===== src/rtl/gcd_seq.sv =====
// gcd_seq: multi-cycle binary (Stein) GCD engine with valid/ready in and out
module gcd_seq #(
    parameter int WIDTH = 32,
    localparam int KW = $clog2(WIDTH) + 1
) (
    input  logic             clk,
    input  logic             rst_n,
    input  logic             in_valid,
    output logic             in_ready,
    input  logic [WIDTH-1:0] a,
    input  logic [WIDTH-1:0] b,
    output logic             out_valid,
    input  logic             out_ready,
    output logic [WIDTH-1:0] gcd,
    output logic             coprime
);
    typedef enum logic [1:0] {IDLE, SHIFT, REDUCE, DONE} state_t;
    state_t state;
    logic [WIDTH-1:0] x, y;
    logic [KW-1:0] k;
    assign in_ready  = state == IDLE;
    assign out_valid = state == DONE;
    always_ff @(posedge clk or negedge rst_n) begin
        if (!rst_n) begin
            state   <= IDLE;
            x       <= '0;
            y       <= '0;
            k       <= '0;
            gcd     <= '0;
            coprime <= 1'b0;
        end else begin
            case (state)
                IDLE: if (in_valid) begin
                    if (a == '0 || b == '0) begin
                        gcd     <= a | b;
                        coprime <= (a | b) == WIDTH'(1);
                        state   <= DONE;
                    end else begin
                        x     <= a;
                        y     <= b;
                        k     <= '0;
                        state <= SHIFT;
                    end
                end
                SHIFT: if (!x[0] && !y[0]) begin
                    x <= x >> 1;
                    y <= y >> 1;
                    k <= k + 1'b1;
                end else begin
                    state <= REDUCE;
                end
                REDUCE: if (!x[0]) x <= x >> 1;
                else if (!y[0]) y <= y >> 1;
                else if (x == y) begin
                    gcd     <= x << k;
                    coprime <= (x << k) == WIDTH'(1);
                    state   <= DONE;
                end
                else if (x > y) x <= (x - y) >> 1;
                else y <= (y - x) >> 1;
                DONE: if (out_ready) state <= IDLE;
                default: state <= IDLE;
            endcase
        end
    end
endmodule


===== config.mk =====
export PLATFORM = sky130hd
export DESIGN_NAME = gcd_seq
export DESIGN_NICKNAME = d
export VERILOG_FILES = /design/src/rtl/gcd_seq.sv
export SDC_FILE = /design/constraint.sdc
export NUM_CORES = 1
export LEC_CHECK = 0
export CORE_MARGIN = 2
export CORE_UTILIZATION = 33
export CTS_BUF_LIST = sky130_fd_sc_hd__clkbuf_8 sky130_fd_sc_hd__clkbuf_16
export DETAILED_ROUTE_END_ITERATION = 8
export GPL_TIMING_DRIVEN = 1
export HOLD_SLACK_MARGIN = 0.05
export REMOVE_ABC_BUFFERS = 1
export SYNTH_ARGS = -nofsm -noshare
export SYNTH_HDL_FRONTEND = slang
export SYNTH_SLANG_ARGS = --single-unit

===== constraint.sdc =====
create_clock -name clk -period 3.4 [get_ports clk]
set_clock_uncertainty 0.05 [all_clocks]
set_input_delay 0.85 -clock clk [delete_from_list [all_inputs] [get_ports clk]]
set_output_delay 0.85 -clock clk [all_outputs]
set_load 0.03 [all_outputs]

==> qor.tcl, run 1 <==
set qor(maxSlewViolCount) 0
set qor(dr_iter_0_viols) 1270
set qor(clkSlewWorstSetupHoldPaths_ps) 80
set qor(nets) 1789
set qor(reported_max_cap_violation_count) 0
set qor(route.vias.total) 12000
set qor(yosysSeqAreaShare_pct) 24.3
set qor(ctsHtreeMaxLevel) 3
set qor(remaining_global_route_overflow) 0
set qor(max_slew_margin_pct) 30.2
set qor(cp.arrival_ps) 3510
set qor(routed_wl_microns) 46400
set qor(synth_cell_type_count) 74
set qor(cts-buffers-inserted) 9
set qor(actual_slew_at_the_worst_max_slew_pin_ps) 1050
set qor(drc) 0
set qor(ys_warn_count) 0
set qor(synth-seq-cells) 105
set qor(holdCritPathClass) {primary input to asynchronous set/reset pin}
set qor(port_buffer_count) 102
set qor(grt_pass1_wl_microns) 69500
set qor(clk_root_buffer_cell) {clkbuf_16}
set qor(fillCellCount) 3280
set qor(synth_ff_type) {dfrtp_1}
set qor(yosysTopAreaCell) {dfrtp_1}
set qor(synth_area_sq_um) 10800
set qor(crit_path_start_kind) {primary input}
set qor(std_cell_rows) 66
set qor(path_max_fanout) 6
set qor(detail_route.first_pass.iterations) 5
set qor(status) {completed}
set qor(cts_sinks) 105
set qor(area_of_the_die_sq_um) 34300
set qor(io_pins) 103
set qor(drt.antenna.violating_nets) 0
set qor(number_of_antenna_violations_at_the_first_check_in_global_routing) 1
set qor(cts_max_path_buffers) 2
set qor(post_synth_main_area_contributors) {dfrtp_1, ha_1, a21oi_1}
set qor(maximum_frequency_from_static_timing_analysis_mhz) 304
set qor(start_util_pct) 33.4
set qor(tritoncts) {yes}
set qor(grt_pass1_vias) 11500
set qor(routabilityCongestion) 1.01
set qor(setup-tns-final_ps) 0
set qor(gate_count_post_synth) 1389
set qor(crit_path_end_kind) {flop}
set qor(design.core.area_sq_um) 32500
set qor(vias_per_cell) 5.75
set qor(grt_setup_unrepaired) {yes}
set qor(hpwlAfterDp_microns) 36800
set qor(grt_max_degree) 67
set qor(diodes) 0
set qor(placed_area_sq_um) 13900
set qor(clock_latency_ps) 380
set qor(grt_use_total_pct) 26.9
set qor(worst-setup-path-type) {primary input to flop}
set qor(per_instance_average_area_after_synthesis_sq_um) 7.80
set qor(average_routed_wire_per_standard_cell_microns) 22.2
set qor(part_of_the_cycle_the_worst_path_needs_pct) 96.7
set qor(final.min_clock_period_ps) 3290
set qor(die_wd_microns) 185
set qor(fin_area_sq_um) 14500
set qor(timing.critical_path.required_ps) 3620
set qor(timing.final.hold_violations) 0
set qor(die_height_microns) 185
set qor(syn2layout_area_growth_pct) 34.2
set qor(synth_edf_count) 0
set qor(setup-violations-final) 0
set qor(yosys.area.top_type_share_pct) 24.3
set qor(final_layout_size_suffix_gt1_share_pct) 21.4
set qor(synthArstFlopShare_pct) 100
## critical path, cell delays in order
cell	delay, ps
clkdlybuf4s50_1	590
nor4_2	570
nand4_1	200
o22ai_1	210
o21ai_0	140
o211a_1	150
buf_4	160
o21ai_4	120
buf_4	200
nor3_1	50
a221oi_1	260
## per-layer routing
layer	track usage (%)	up-vias	part of all wire, %
met5	0	-	0
met4	11.3	0	3.8
met3	4.54	64	7.3
met2	42.9	531	46
met1	36.1	5834	43
li1	-	5613	-
## metrics by stage
stage          instances  setup slack [ps]  util [%]  hold WS (ps)
6_report            2096               113      44.8           464
2_1_floorplan       1293             -1250         -           422
3_5_place_dp        2066              -731      42.7           452
4_1_cts             2083              13.8      43.8           473
5_1_grt             2096             -47.5      44.8           496
3_3_place_gp        2066              -694      42.7           450
## registers in the layout, indices dropped and copies added (netlist names)
name / cells
coprime: 1
k: 6
x: 32
gcd: 32
y: 32
state: 2
## repair_timing
| item | CTS | global route |
|---|---|---|
| setup endpoints to repair | 98 | 94 |
| gates cloned | 0 | 1 |
| hold buffers | 0 | 0 |
| buffers inserted | 1 | 13 |
| pin swaps | 4 | 11 |
| gates resized for setup | 12 | 43 |
## cell usage in the layout (no fill, tap or decap), types with 8 or more instances in the layout
master,n
mux2_2,16
buf_4,233
nand2_1,135
and2_1,8
buf_12,9
mux2i_1,35
clkdlybuf4s50_1,101
clkbuf_16,10
o221ai_1,8
xnor2_1,33
a221oi_1,37
a211oi_1,16
o31ai_1,35
nand3_1,20
a21o_1,23
nand2b_1,12
o21a_1,12
dfrtp_1,103
inv_1,80
a21oi_1,116
nand4_1,25
xor2_1,21
o21ai_0,100
nor3_1,20
o21bai_1,14
ha_1,63
nor2_1,160
nor4_1,15
o22ai_1,28
mux4_2,19
## worst paths after layout
path	startpoint	endpoint	slack [ps]	cells after the start
max in group asynchronous	rst_n	y[1]$_DFFE_PN0P_	2020	2
worst max register to register	k[0]$_DFFE_PN0P_	coprime$_DFFE_PN0P_	120	11
min in group clk	gcd[4]$_DFFE_PN0P_	gcd[4]$_DFFE_PN0P_	470	1
worst min-delay path	rst_n	y[27]$_DFFE_PN0P_	460	1
worst max-delay path	a[2]	x[30]$_DFFE_PN0P_	110	11
worst min register to register	gcd[4]$_DFFE_PN0P_	gcd[4]$_DFFE_PN0P_	470	1
## cells in the mapped netlist, drive strengths merged, types with 4 or more instances
cell type and instances:
o22ai 28, nor3 25, ha 70, mux4 25
nor3b 5, a221oi 38, a211oi 18, nor2 160
o31ai 35, mux2i 35, clkbuf 65, o21a 12
nand2 137, a22oi 4, xnor2 33, nand4 25
mux2 17, o21bai 14, a22o 5, buf 31
a31oi 7, xor2 21, nand2b 13, nor2b 7
nand3 20, inv 83, or2 5, o221ai 8
a21o 23, nand3b 4, nor4 20, a21oi 123
dfrtp 105, o211ai 6, a221o 6, and2 9
o21ai 107
## logic make-up after synthesis
family,synth area share [%]
buffers and inverters,6.78
xor gates and xnor gates,4.37
AOI/OAI and AO/OA,27.2
DFF,24.3
muxes,10.4
adders and majority gates,8.46
and+or+nand+nor,18.5
## final cells by class
type / instances / area (sq um) / share of cell area, %
Tap cell: 442 / 553 / 3.81
Multi-Input combinational cell: 1104 / 7750 / 53.3
Clock inverter: 7 / 78.8 / 0.542
Sequential cell: 105 / 2630 / 18.1
Clock buffer: 9 / 225 / 1.55
Inverter: 84 / 315 / 2.17
Timing Repair Buffer: 345 / 2980 / 20.5
Power of run 1 is left out: the tool's default activity adds up to more than one toggle a clock period on the data nets, which glitch-free logic cannot reach.
==> inputs of run 2 (changes only) <==
Settings changed: CAP_MARGIN set to 25, CTS_CLUSTER_SIZE set to 12.
==> results of run 2 <==
Final layout, timing and power as in run 1 (identical DEF).
Power of run 2 is left out for the same reason.
